### src/rtl/serial_adder_pkg.sv
// Shared types and constants for the multi-lane bit-serial word adder.
package serial_adder_pkg;

    typedef enum logic [0:0] {
        ST_IDLE = 1'b0,
        ST_RUN  = 1'b1
    } state_t;

    localparam int unsigned OVF_UNSIGNED = 0;
    localparam int unsigned OVF_SIGNED   = 1;
    localparam int unsigned OVF_CNT_W    = 8;

    localparam logic [OVF_CNT_W-1:0] OVF_CNT_MAX = '1;

    // Carry out of a full adder.
    function automatic logic maj3(input logic a, input logic b, input logic c);
        return (a & b) | (a & c) | (b & c);
    endfunction

endpackage

### src/rtl/serial_adder_lane.sv
// One lane of the serial adder: running carry, registered sum bit and word overflow.
// Optional saturating overflow counter under SERIAL_WORD_ADDER_OVF_CNT_EN.
module serial_adder_lane
    import serial_adder_pkg::*;
#(
    parameter int unsigned SIGNED_MODE = OVF_UNSIGNED
) (
    input  logic clock,
    input  logic reset_n,
    input  logic clear,
    input  logic accept,
    input  logic last,
    input  logic a,
    input  logic b,
    output logic sum,
    output logic ovf
`ifdef SERIAL_WORD_ADDER_OVF_CNT_EN
    ,
    output logic [OVF_CNT_W-1:0] ovf_count
`endif
);

    logic carry_q;
    logic sum_c;
    logic cout_c;
    logic ovf_c;

    // carry_q is the carry into the current bit, so at the MSB it is the signed-rule carry-in.
    always_comb begin
        sum_c  = a ^ b ^ carry_q;
        cout_c = maj3(a, b, carry_q);
        if (SIGNED_MODE == OVF_SIGNED) begin
            ovf_c = carry_q ^ cout_c;
        end else begin
            ovf_c = cout_c;
        end
    end

    always_ff @(posedge clock or negedge reset_n) begin
        if (!reset_n) begin
            carry_q <= 1'b0;
            sum     <= 1'b0;
            ovf     <= 1'b0;
        end else begin
            sum <= accept & sum_c;
            ovf <= accept & last & ovf_c;
            if (clear || (accept && last)) begin
                carry_q <= 1'b0;
            end else if (accept) begin
                carry_q <= cout_c;
            end
        end
    end

`ifdef SERIAL_WORD_ADDER_OVF_CNT_EN
    logic [OVF_CNT_W-1:0] cnt_q;

    // Counts in step with the overflw register so the value is current once word_done is seen.
    always_ff @(posedge clock or negedge reset_n) begin
        if (!reset_n) begin
            cnt_q <= '0;
        end else if (clear) begin
            cnt_q <= '0;
        end else if (accept && last && ovf_c && (cnt_q != OVF_CNT_MAX)) begin
            cnt_q <= cnt_q + OVF_CNT_W'(1);
        end
    end

    assign ovf_count = cnt_q;
`endif

endmodule

### src/rtl/serial_word_adder.sv
// Multi-lane LSB-first serial adder with word framing, clear and per-word overflow.
// Define SERIAL_WORD_ADDER_OVF_CNT_EN to add the per-lane saturating ovf_count output.
module serial_word_adder
    import serial_adder_pkg::*;
#(
    parameter int unsigned WORD_LEN    = 8,
    parameter int unsigned LANES       = 1,
    parameter int unsigned SIGNED_MODE = OVF_UNSIGNED
) (
    input  logic             clock,
    input  logic             reset_n,
    input  logic             in_valid,
    input  logic             clear,
    input  logic [LANES-1:0] line1,
    input  logic [LANES-1:0] line2,
    output logic [LANES-1:0] outp,
    output logic             out_valid,
    output logic [LANES-1:0] overflw,
    output logic             word_done
`ifdef SERIAL_WORD_ADDER_OVF_CNT_EN
    ,
    output logic [LANES*OVF_CNT_W-1:0] ovf_count
`endif
);

    localparam int unsigned CNT_W = $clog2(WORD_LEN);
    localparam logic [CNT_W-1:0] LAST_BIT = CNT_W'(WORD_LEN - 1);

    state_t           state_q;
    state_t           state_d;
    logic [CNT_W-1:0] count_q;
    logic [CNT_W-1:0] count_d;
    logic             accept_c;
    logic             last_c;

    assign accept_c = in_valid && !clear;
    assign last_c   = (state_q == ST_RUN) && (count_q == LAST_BIT);

    // Word framing: bit 0 is taken in IDLE, the final bit returns to IDLE.
    always_comb begin
        state_d = state_q;
        count_d = count_q;
        if (clear) begin
            state_d = ST_IDLE;
            count_d = '0;
        end else if (in_valid) begin
            case (state_q)
                ST_IDLE: begin
                    state_d = ST_RUN;
                    count_d = CNT_W'(1);
                end
                ST_RUN: begin
                    if (count_q == LAST_BIT) begin
                        state_d = ST_IDLE;
                        count_d = '0;
                    end else begin
                        count_d = count_q + CNT_W'(1);
                    end
                end
                default: begin
                    state_d = ST_IDLE;
                    count_d = '0;
                end
            endcase
        end
    end

    always_ff @(posedge clock or negedge reset_n) begin
        if (!reset_n) begin
            state_q   <= ST_IDLE;
            count_q   <= '0;
            out_valid <= 1'b0;
            word_done <= 1'b0;
        end else begin
            state_q   <= state_d;
            count_q   <= count_d;
            out_valid <= accept_c;
            word_done <= accept_c && last_c;
        end
    end

    for (genvar i = 0; i < LANES; i++) begin : g_lane
        serial_adder_lane #(
            .SIGNED_MODE (SIGNED_MODE)
        ) u_lane (
            .clock     (clock),
            .reset_n   (reset_n),
            .clear     (clear),
            .accept    (accept_c),
            .last      (last_c),
            .a         (line1[i]),
            .b         (line2[i]),
            .sum       (outp[i]),
            .ovf       (overflw[i])
`ifdef SERIAL_WORD_ADDER_OVF_CNT_EN
            ,
            .ovf_count (ovf_count[i*OVF_CNT_W +: OVF_CNT_W])
`endif
        );
    end

endmodule
### config.mk
export PLATFORM = sky130hd
export DESIGN_NAME = serial_word_adder
export DESIGN_NICKNAME = d
export VERILOG_FILES = /design/src/rtl/serial_adder_pkg.sv /design/src/rtl/serial_adder_lane.sv /design/src/rtl/serial_word_adder.sv
export SDC_FILE = /design/constraint.sdc
export NUM_CORES = 1
export LEC_CHECK = 0
export CAP_MARGIN = 5
export CORE_AREA = 4 4 41 43
export DETAILED_ROUTE_END_ITERATION = 10
export DIE_AREA = 0 0 45 47
export DONT_BUFFER_PORTS = 1
export GPL_TIMING_DRIVEN = 0
export PLACE_DENSITY = 0.53
export SYNTH_ARGS = -nofsm -noshare
export SYNTH_HDL_FRONTEND = slang
export SYNTH_SLANG_ARGS = --single-unit
### constraint.sdc
create_clock -name clock -period 1.7 [get_ports clock]
set_clock_uncertainty 0.1 [all_clocks]
set_input_delay 0.17 -clock clock [delete_from_list [all_inputs] [get_ports clock]]
set_output_delay 0.17 -clock clock [all_outputs]
set_load 0.1 [all_outputs]
# == After elaboration in Yosys (flattened, before gate mapping) ==
# Index checks and enable logic that the tools add are counted.
# word_totals
output_inout_bits,4
register_bits,9
inputBits,6
word_cells,37
# classes
n_bitwise,11
eq_ne,1
n_mux,10
add_sub_neg,1
reduce_logical,7
# ops
cell,count
2-to-1 mux 3 bit,3
AND 1 bit,6
one-hot mux 3 bit (2 select lines),1
2-to-1 mux 1 bit,5
nonzero test 2 bit,2
"adder 3 x 1 -> 3 bit, second input constant",1
"equality test 3 bit, second input constant",1
logical AND 1 bit,3
OR 1 bit,2
one-hot mux 1 bit (2 select lines),1
XOR 1 bit,2
zero test 1 bit,1
logical OR 1 bit,1
NOT 1 bit,1

# == Depth between registers and ports, before layout ==
# Gate-level depths: netlist (run 1).
# depth
word_depth,5
mapped_depth,5
ltp_nobuf,5

# == By module ==
# From an unflattened synthesis (run 1), not the netlist that was laid out.
# hier_totals
cells_unflattened,33
area_unflattened_um2,404.1
# modules_own_cells
module,seq_area_each_um2,cells_per_inst,area_per_inst_um2,instances
serial_word_adder,150.1,21,266.5,1
serial_adder_lane,75.1,12,137.6,1

# == Least setup slack after synthesis (run 1) ==
# No wires, ideal clock.
# synth_path
path_kind,reg-to-reg
start,register count_q[0]
end,register g_lane[0].u_lane.ovf
setup_slack_ps,446
synth_period_minus_slack_ps,1254
stages_incl_launch_ff,5
n_path_buf,0
required_ps,1481
setup_ps,119
arrival_time_ps,1035
cell_sequence,dfrtp_1 -> ha_1 -> ha_1 -> and3_4 -> and2_1
# synth_between
elab_chain_cells,4
# synth_rtl
item,line_no,source
"start, declared",serial_word_adder.sv:31,logic [CNT_W-1:0] count_q;
"start signal, assigned",serial_word_adder.sv:76,count_q <= count_d;
equality test 3 bit,serial_word_adder.sv:37,assign last_c = (state_q == ST_RUN) && (count_q == LAST_BIT);
logical AND 1 bit,serial_word_adder.sv:37,
AND 1 bit (2 in a row),serial_adder_lane.sv:46,ovf <= accept & last & ovf_c;
"end signal, assigned",serial_adder_lane.sv:46,
"end, declared",serial_adder_lane.sv:16,output logic ovf
# Every way passes these cells.
# A chain may end at the register's enable or synchronous reset.

# == Worst setup path after layout (run 1) ==
# layout_path
start,register out_valid
end,output out_valid
# layout_lines
item,line_no,source
"start, declared",serial_word_adder.sv:17,"output logic out_valid,"
"start signal, assigned",serial_word_adder.sv:77,out_valid <= accept_c;
# No word-level cell between the ends.

==> metrics.csv, run 1 <==
stage,metric,value,unit
hold_path,whs_path_depth,3,
global_route,grt_max_degree,11,
global_route,grtUsageTotal,8.87,%
sta,final.setup.tns,0,ns
cts,cts.htree.levels,1,
cts,cts_setup_buffers,0,
final_layout,stdcell_count,53,
synthesis,netlist_area,402,sq um
synthesis,ys_seq_area_share,56.1,%
place,post-place-ws,0.332,ns
setup_path,crit_type,flop to output port,
sta,finalSetupViolCount,0,
setup_path,cp.arrival,1.17,ns
cts,clk_pin_slew,0.06,ns
synthesis,synth_simple_gate_area_share,20.6,%
cts,numClockSinks,9,
place,gp_congestion,0.778,
route,drc,0,
cts,cts_root_buffer,clkbuf_4,
sta,max_freq,693,MHz
final_layout,diodes,0,
job,cap_violations,0,
die,fp.dieW,45,um
route,wire_per_inst,13.6,um
sta,fin_crit,1.44,ns
synthesis,synth-seq-cells,9,
final_layout,mostFrequentLayoutCells,"dfrtp_1, nand2b_1, nand3_1, a21oi_1, clkbuf_4",
synthesis,netlist-cell-type-count,15,
cts,ctsResizeCount,0,
global_route,grt_pass1_wl,1.17,mm
power,p_leak,0.218,nW
status,outcome,"complete, no violations",
die,coreArea,1300,sq um
route,drt-total-wl,719,um
cts,cts_buffers,3,
setup_path,crit_fanout,1,
setup_path,critPathRequiredTime,1.43,ns
route,dr.pass1.iters,4,
synthesis,synthCells,32,
global_route,gr-total-overflow,0,
place,portBuffers,0,
final_layout,final_layout_size_suffix_gt1_share,15.8,%
sta,fin_crit_sh,84.9,%
setup_path,endpoint_kind,output port,
route,drtIter0Drc,3,
final_layout,final_core_util,35.9,%
power,ir_drop,264,uV
setup_path,startpoint_type,flop,
route,via_per_inst,4.89,
synthesis,synth.avg_cell_area,12.6,sq um
cts,clock_path_buffers,2,
sta,rsz0062_at_grt,false,
setup_path,path_depth,0,
synthesis,synth_top_family_by_area,simple AND/OR/NAND/NOR gates,
die,dieArea,2120,sq um
power,powerDensity,953,nW/um^2
die,pin_count,10,
synthesis,yosys.area.top_type,dfrtp_1,
die,initial_core_util,30.9,%
synthesis,synth.area.top_cells,"dfrtp_1, ha_1, fa_1, nand2b_1, a21oi_1",
final_layout,nets,48,
synthesis,synth_compound_area_share,6.85,%
final_layout,area_growth_syn_to_layout,16.2,%
synthesis,synth_mux_area_share,2.49,%
setup_path,r2r_cells,5,
route,num_vias,259,
synthesis,synth_adder_area_share,11.2,%
final_layout,mostFrequentLayoutCell,dfrtp_1,
sta,worst-slew-pin-transition,0.869,ns
hold_path,hp-class,primary input to flop,
cts,cts_hold_buf,2,
die,fp.dieH,47,um
die,num_rows,13,
place,placed_cells,47,
cts,insertion_delay,0.26,ns
sta,maxSlewHeadroom,42.1,%
synthesis,ys_warn_count,0,
sta,drv_slew,0,
synthesis,synth_top_area_share,56.1,%
power,finalPower,0.445,mW
sta,fin_ws,0.256,ns
sta,finalHoldViolCount,0,
cts,tritoncts,done,
synthesis,synthXorXnorAreaFrac,0,%
global_route,antenna_found_initial,0,
synthesis,synth_nets,41,
route,detail-route-antenna-nets,0,
global_route,grt_pass1_vias,280,
==> where the power goes <==
part | leakage [nW] | switching [mW] | internal, mW
sequential | 0.121 | 0.0268 | 0.222
clock | 0.0150 | 0.0727 | 0.0903
combinational | 0.0823 | 0.0170 | 0.0162
total | 0.218 | 0.116 | 0.328
==> layout make-up <==
cell class	instances	area, sq um
multi-input combinational	22	165
timing repair buffer	2	20.0
buffer	1	11.3
fill	141	835
clock buffer	4	26.3
tap	15	18.8
sequential	9	225
==> cell usage after synthesis <==
master    instances
a21oi_1           3
and2_1            2
and3_4            1
buf_6             1
dfrtp_1           9
fa_1              1
ha_1              2
mux2i_1           1
nand2_1           1
nand2b_1          3
nand3_1           3
nor2_1            2
nor2b_4           1
o211ai_1          1
o21ai_0           1
==> per-layer routing <==
| metal | global-route usage [%] | wire [um] | vias up |
|---|---|---|---|
| met3 | 6.13 | 73 | 0 |
| met2 | 14.1 | 377 | 10 |
| met4 | 8.77 | 0 | 0 |
| met1 | 7.04 | 268 | 128 |
| li1 | - | - | 121 |
| met5 | 0 | 0 | - |
==> cells by family after synthesis <==
family	after synthesis
adders and majority gates	3
and+or+nand+nor	13
DFF	9
muxes	1
AOI/OAI and AO/OA	5
buffers and inverters	1
==> through the flow <==
stage / cell area (sq um) / hold slack [ns]
finish: 467 / 0.0787
global route: 467 / 0.0687
CTS: 467 / 0.0690
detailed placement: 420 / -0.225
global placement: 420 / -0.225
floorplan: 402 / -0.226
==> sequential cells by signal (all words and copies together), names as in the netlist <==
name / flops
g_lane.u_lane.sum: 1
word_done: 1
state_q: 1
g_lane.u_lane.ovf: 1
out_valid: 1
count_q: 3
g_lane.u_lane.carry_q: 1
==> worst paths after layout <==
check | from | to | slack (ns)
worst max-delay path | out_valid$_DFF_PN0_ | out_valid | 0.26
worst min-delay path | in_valid | g_lane[0].u_lane.carry_q$_DFFE_PN0P_ | 0.08
worst max register to register | count_q[0]$_DFFE_PN0P_ | count_q[0]$_DFFE_PN0P_ | 0.32
worst min register to register | count_q[1]$_DFFE_PN0P_ | count_q[1]$_DFFE_PN0P_ | 0.45
max in group asynchronous | reset_n | count_q[0]$_DFFE_PN0P_ | 1.04
min in group asynchronous | reset_n | g_lane[0].u_lane.carry_q$_DFFE_PN0P_ | 0.17
No activity file was read; power rests on OpenSTA's default activity.
==> run 2, diff against run 1 <==
==> constraint.sdc (replaced) <==
create_clock -name clock -period 1.4 [get_ports clock]
set_clock_uncertainty 0.1 [all_clocks]
set_input_delay 0.14 -clock clock [delete_from_list [all_inputs] [get_ports clock]]
set_output_delay 0.14 -clock clock [all_outputs]
set_load 0.1 [all_outputs]
==> run 2 against run 1 <==
First-iteration DRC count grew 100%. Cell area grew 4.6%. Combinational power grew 38%. Sequential share of layout area shrank 1.1 points. Sequential power grew 22%. Critical path depth grew 4. Clock-buffer cell count is the same. Hold slack lost 0.027 ns. Via count grew 4.6%. Sequential cell count is the same. Setup slack lost 0.16 ns. Critical path type is now flop to flop. Critical endpoint is now count_q[2]$_DFFE_PN0P_.
==> metrics.csv, run 2 (same netlist as run 1, synthesis figures left out) <==
stage,metric,value,unit,change
sta,maxSlewHeadroom,68.3,%,+26 points
route,dr_wl_met3,88,um,+21%
place,placed_cells,47,,unchanged
power,combPwrFrac,8.4,%,+0.9 points
sta,fin_crit_sh,93.3,%,
route,detail-route-antenna-nets,0,,unchanged
route,wire_per_inst,14.3,um,+5.5%
power,seqPwrFrac,55.3,%,-0.6 points
place,gp_congestion,0.778,,unchanged
hold_path,hp-class,primary input to flop,,
route,via_per_inst,5.02,,+2.7%
route,dr.max_layer_used,met3,,
sta,max_freq,766,MHz,
cts,cts_root_buffer,clkbuf_4,,
final_layout,diodes,0,,unchanged
cts,clk_pin_slew,0.06,ns,about the same
cts,insertion_delay,0.26,ns,about the same
cts,cts_buffers,3,,unchanged
sta,finalSetupViolCount,0,,unchanged
final_layout,stdcell_count,54,,+1.9%
route,drt-total-wl,773,um,+7.5%
sta,finalHoldViolCount,0,,unchanged
global_route,grt_pass1_wl,1.24,mm,+6.5%
sta,drv_slew,0,,unchanged
cts,tritoncts,done,,
power,netSwitchingFraction,26.2,%,+0.029 points
setup_path,critPathRequiredTime,1.48,ns,+0.05 ns
final_layout,area_growth_syn_to_layout,21.5,%,
power,ir_drop,320,uV,+21%
global_route,gr-total-overflow,0,,unchanged
power,p_clk_share,36.3,%,-0.4 points
route,wl_met2,394,um,+4.5%
sta,rsz0062_at_grt,false,,
power,p_leak,0.211,nW,-3.1%
cts,clock_path_buffers,2,,unchanged
status,outcome,"complete, no violations",,
sta,fin_crit,1.31,ns,
power,powerDensity,1120,nW/um^2,+17%
final_layout,nets,49,,+2.1%
setup_path,endpoint_kind,flop,,
global_route,grtUsageTotal,9.42,%,+0.56 points
final_layout,final_layout_size_suffix_gt1_share,35.9,%,+20 points
global_route,grt_max_degree,11,,unchanged
sta,final.setup.tns,0,ns,unchanged
sta,worst-slew-pin-transition,0.477,ns,-0.392 ns
die,fp.dieH,47,um,unchanged
power,power.internal,0.402,mW,+23%
setup_path,startpoint_type,flop,,
place,portBuffers,0,,unchanged
final_layout,regMostFlops,count_q,,
cts,numClockSinks,9,,unchanged
final_layout,largest_reg_flops,3,,unchanged
cts,cts.htree.levels,1,,unchanged
job,cap_violations,0,,unchanged
global_route,grt_pass1_vias,285,,+1.8%
route,drc,0,,unchanged
final_layout,register_area,230,sq um,+2.2%
die,coreArea,1300,sq um,unchanged
power,p_sw,0.143,mW,+23%
setup_path,cp.arrival,1.39,ns,+0.22 ns
route,num_vias,271,,+4.6%
final_layout,multiInputGateArea,174,sq um,+5.3%
final_layout,mostFrequentLayoutCell,dfrtp_1,,
route,m1WireLength,289,um,+7.8%
final_layout,mostFrequentLayoutCells,"dfrtp_1, dfrtp_2, nand2b_1, nand3_1, clkbuf_4",,
setup_path,crit_fanout,2,,+1
die,dieArea,2120,sq um,unchanged
route,dr.pass1.iters,4,,unchanged
route,drtIter0Drc,6,,+3
global_route,antenna_found_initial,0,,unchanged
die,initial_core_util,30.9,%,unchanged
die,num_rows,13,,unchanged
die,fp.dieW,45,um,unchanged
die,pin_count,10,,unchanged
final_layout,fillCellCount,145,,+2.8%
setup_path,crit_type,flop to flop,,
[run 2: cell types whose count changed in the layout (fill, tap and decap cells not counted), sizes merged]
| cell | delta |
|---|---|
| buf | +1 |
[run 2: repair_timing]
item / in CTS / in global routing
cloned: 0 / 0
setup endpoints to repair: 5 / 1
hold endpoints to repair: 17 / 0
pin swaps: 0 / 0
hold buffers: 2 / 0
resized for setup: 4 / 4
buffers inserted: 1 / 0
[run 2: per-layer routing]
metal | GRT usage, % | up-vias
met5 | 0 | -
met4 | 8.77 | 0
met3 | 6.90 | 0
met2 | 14.7 | 16
met1 | 7.75 | 132
li1 | - | 123
[run 2: through the flow]
stage / hold slack [ns] / cell area (sq um) / util (%) / worst slack, ns / power, mW
floorplan: -0.256 / 402 / - / 0.146 / 0.327
global placement: -0.255 / 420 / 32.3 / 0.0962 / 0.332
detailed placement: -0.255 / 420 / 32.3 / 0.0325 / 0.335
CTS: 0.0390 / 479 / 36.8 / 0.0106 / 0.561
global route: 0.0352 / 488 / 37.5 / 0.0226 / 0.581
finish: 0.0513 / 488 / 37.5 / 0.0937 / 0.546
[run 2: worst max-delay path, stage by stage, from the launching register on]
cell     delay (ns)
dfrtp_1        0.39
ha_2           0.19
ha_2           0.31
nand3_1        0.09
a21oi_2        0.15
[run 2: power groups by stage]
stage	Sequential (mW)	Clock, mW	Combinational, mW
2_1_floorplan	0.304	0	0.0228
6_report	0.302	0.198	0.0458
5_1_grt	0.303	0.228	0.0504
3_5_place_dp	0.306	0	0.0286
3_3_place_gp	0.306	0	0.0264
4_1_cts	0.302	0.214	0.0448
[run 2: final cells by class]
cell class	instances	share of cell area [%]
multi-input combinational	22	35.6
buffer	1	2.31
sequential	9	47.2
timing repair buffer	3	5.64
clock buffer	4	5.38
tap	15	3.85
[run 2: path summary, 6_finish.rpt]
kind,start,endpoint,slack [ns],cells after the start
min reg2reg,count_q[1]$_DFFE_PN0P_,count_q[1]$_DFFE_PN0P_,0.45,2
max,count_q[0]$_DFFE_PN0P_,count_q[2]$_DFFE_PN0P_,0.09,4
max in group asynchronous,reset_n,g_lane[0].u_lane.sum$_DFF_PN0_,0.74,1
min,in_valid,g_lane[0].u_lane.carry_q$_DFFE_PN0P_,0.05,3
min in group asynchronous,reset_n,g_lane[0].u_lane.carry_q$_DFFE_PN0P_,0.14,1
max reg2reg,count_q[0]$_DFFE_PN0P_,count_q[2]$_DFFE_PN0P_,0.09,4
==> run 3, diff against run 2 <==
--- a/config.mk
+++ b/config.mk
@@ -12,6 +12,7 @@
 export DONT_BUFFER_PORTS = 1
 export GPL_TIMING_DRIVEN = 0
 export PLACE_DENSITY = 0.53
+export REMOVE_ABC_BUFFERS = 1
 export SYNTH_ARGS = -nofsm -noshare
 export SYNTH_HDL_FRONTEND = slang
 export SYNTH_SLANG_ARGS = --single-unit
==> run 3 against run 2 <==
Die area stayed put. Cell area shrank 3.1%. Via count is 6.3% lower. Sequential power about the same. Largest cell class unchanged. Wire length is 18% lower. Combinational power decreased by 18%. Critical endpoint unchanged. Register-to-register slack about the same. Hold slack worse by 0.0028 ns. Setup slack better by 0.0065 ns. Non-clock buffer count decreased by 1.
==> metrics.csv, run 3 (same netlist as run 1, synthesis figures left out) <==
stage,metric,value,unit,change
cts,clock_path_buffers,2,,unchanged
sta,maxSlewHeadroom,68.5,%,+0.19 points
cts,cts_buffers,3,,unchanged
global_route,busiest_layer,met2,,
power,netSwitchingFraction,25.7,%,-0.52 points
sta,rsz0062_at_grt,false,,
final_layout,area_growth_syn_to_layout,17.8,%,
cts,insertion_delay,0.26,ns,about the same
global_route,grt_max_degree,11,,unchanged
final_layout,mostFrequentLayoutCell,dfrtp_1,,
global_route,gr-total-overflow,0,,unchanged
route,drtIter0Drc,7,,+1
sta,final.setup.tns,0,ns,unchanged
power,p_leak,0.207,nW,-2.1%
power,seqPwrFrac,56.4,%,+1.1 points
setup_path,endpoint_kind,flop,,
die,dieArea,2120,sq um,unchanged
cts,cts_root_buffer,clkbuf_4,,
job,cap_violations,0,,unchanged
power,power.internal,0.398,mW,-1.1%
sta,finalHoldViolCount,0,,unchanged
sta,finalSetupViolCount,0,,unchanged
status,outcome,"complete, no violations",,
setup_path,cp.arrival,1.38,ns,about the same
route,via_per_inst,4.79,,-4.5%
die,coreArea,1300,sq um,unchanged
route,dr.pass1.iters,2,,-2
global_route,grt_pass1_vias,236,,-17%
die,fp.dieH,47,um,unchanged
sta,worst-slew-pin-transition,0.474,ns,-0.00279 ns
final_layout,diodes,0,,unchanged
sta,drv_slew,0,,unchanged
die,initial_core_util,30.9,%,unchanged
global_route,antenna_found_initial,0,,unchanged
die,fp.dieW,45,um,unchanged
global_route,use_met3,7.28,%,+0.38 points
setup_path,crit_fanout,3,,+1
power,p_clk_share,36.6,%,+0.3 points
power,ir_drop,400,uV,+25%
setup_path,cpMaxStageDelayCell,dfrtp_1,,
route,detail-route-antenna-nets,0,,unchanged
power,finalPower,0.536,mW,-1.8%
cts,cts.htree.levels,1,,unchanged
final_layout,regMostFlops,count_q,,
global_route,met1_usage,6.59,%,-1.2 points
route,drt-total-wl,634,um,-18%
setup_path,slowest_delay,0.39,ns,about the same
hold_path,hp-class,primary input to flop,,
power,powerDensity,1130,nW/um^2,+1.3%
place,gp_congestion,0.679,,-13%
setup_path,critPathRequiredTime,1.49,ns,about the same
setup_path,worstPathCellList,ha_1 -> ha_2 -> nand3_1 -> a21oi_1,,
route,wire_per_inst,12.0,um,-16%
final_layout,final_layout_size_suffix_gt1_share,26.3,%,-9.6 points
cts,tritoncts,done,,
final_layout,largest_reg_flops,3,,unchanged
setup_path,startpoint_type,flop,,
place,place_area,409,sq um,-2.7%
place,place_hpwl,458,um,
power,combPwrFrac,7.0,%,-1.4 points
cts,clk_pin_slew,0.06,ns,about the same
final_layout,design_area,473,sq um,-3.1%
final_layout,mostFrequentLayoutCells,"dfrtp_1, dfrtp_2",,
global_route,grt_pass1_wl,966,um,-22%
global_route,grtUsageTotal,6.95,%,-2.5 points
global_route,met2_usage,10.5,%,-4.2 points
die,pin_count,10,,unchanged
route,drc,0,,unchanged
sta,max_freq,769,MHz,+0.50%
final_layout,final_core_util,36.3,%,-1.2 points
place,portBuffers,0,,unchanged
sta,fin_crit_sh,92.8,%,-0.47 points
power,p_sw,0.138,mW,-3.8%
sta,fin_crit,1.30,ns,-0.00651 ns
route,num_vias,254,,-6.3%
final_layout,nets,48,,-2.0%
die,num_rows,13,,unchanged
cts,numClockSinks,9,,unchanged
setup_path,crit_type,flop to flop,,
## run 3: layout make-up
class | instances | area (sq um)
flip-flops and latches | 9 | 230
well taps | 15 | 18.8
fillers | 144 | 828
clock buffers | 4 | 26.3
multi-input cells | 22 | 168
repair buffers | 3 | 30.0
## run 3: repair_timing
| item | 4_1_cts | 5_1_grt |
|---|---|---|
| setup endpoints to repair | 4 | 1 |
| hold endpoints to repair | 16 | 0 |
| gates cloned | 0 | 0 |
| gates resized for setup | 4 | 2 |
| buffers inserted | 0 | 0 |
| hold buffers | 3 | 0 |
## run 3: worst paths after layout
| check | from | to | slack (ns) | depth (start not counted) |
|---|---|---|---|---|
| worst max-delay path | count_q[0]$_DFFE_PN0P_ | count_q[2]$_DFFE_PN0P_ | 0.10 | 4 |
| worst min-delay path | line2 | g_lane[0].u_lane.sum$_DFF_PN0_ | 0.05 | 2 |
| worst max register to register | count_q[0]$_DFFE_PN0P_ | count_q[2]$_DFFE_PN0P_ | 0.10 | 4 |
| worst min register to register | count_q[2]$_DFFE_PN0P_ | count_q[2]$_DFFE_PN0P_ | 0.45 | 2 |
| max in group asynchronous | reset_n | word_done$_DFF_PN0_ | 0.75 | 1 |
| min in group asynchronous | reset_n | count_q[2]$_DFFE_PN0P_ | 0.14 | 1 |
## run 3: metal layers
metal	vias up	share of wire, %
li1	122	-
met4	0	0
met1	122	37
met3	0	14
met2	10	49
met5	-	0
## run 3: metrics by stage
stage	hold WS, ns	instances	worst slack, ns
after floorplan	-0.256	31	0.146
after global placement	-0.255	46	0.0888
after detailed placement	-0.255	46	0.0703
after CTS	0.0540	53	0.0486
after global routing	0.0534	53	0.0221
final	0.0485	53	0.100
## run 3: power by group through the flow
stage	registers [mW]	logic [mW]	clock network [mW]
6_report	0.302	0.0377	0.196
5_1_grt	0.303	0.0438	0.210
4_1_cts	0.302	0.0383	0.201
3_5_place_dp	0.306	0.0208	0
3_3_place_gp	0.306	0.0195	0
2_1_floorplan	0.304	0.0174	0
## run 3: critical path: cells and delay by family, from the launching register on
kind            cells  cell delay, ns
flops               1            0.39
fa+ha+maj           2            0.52
compound gates      1            0.15
simple gates        1            0.07
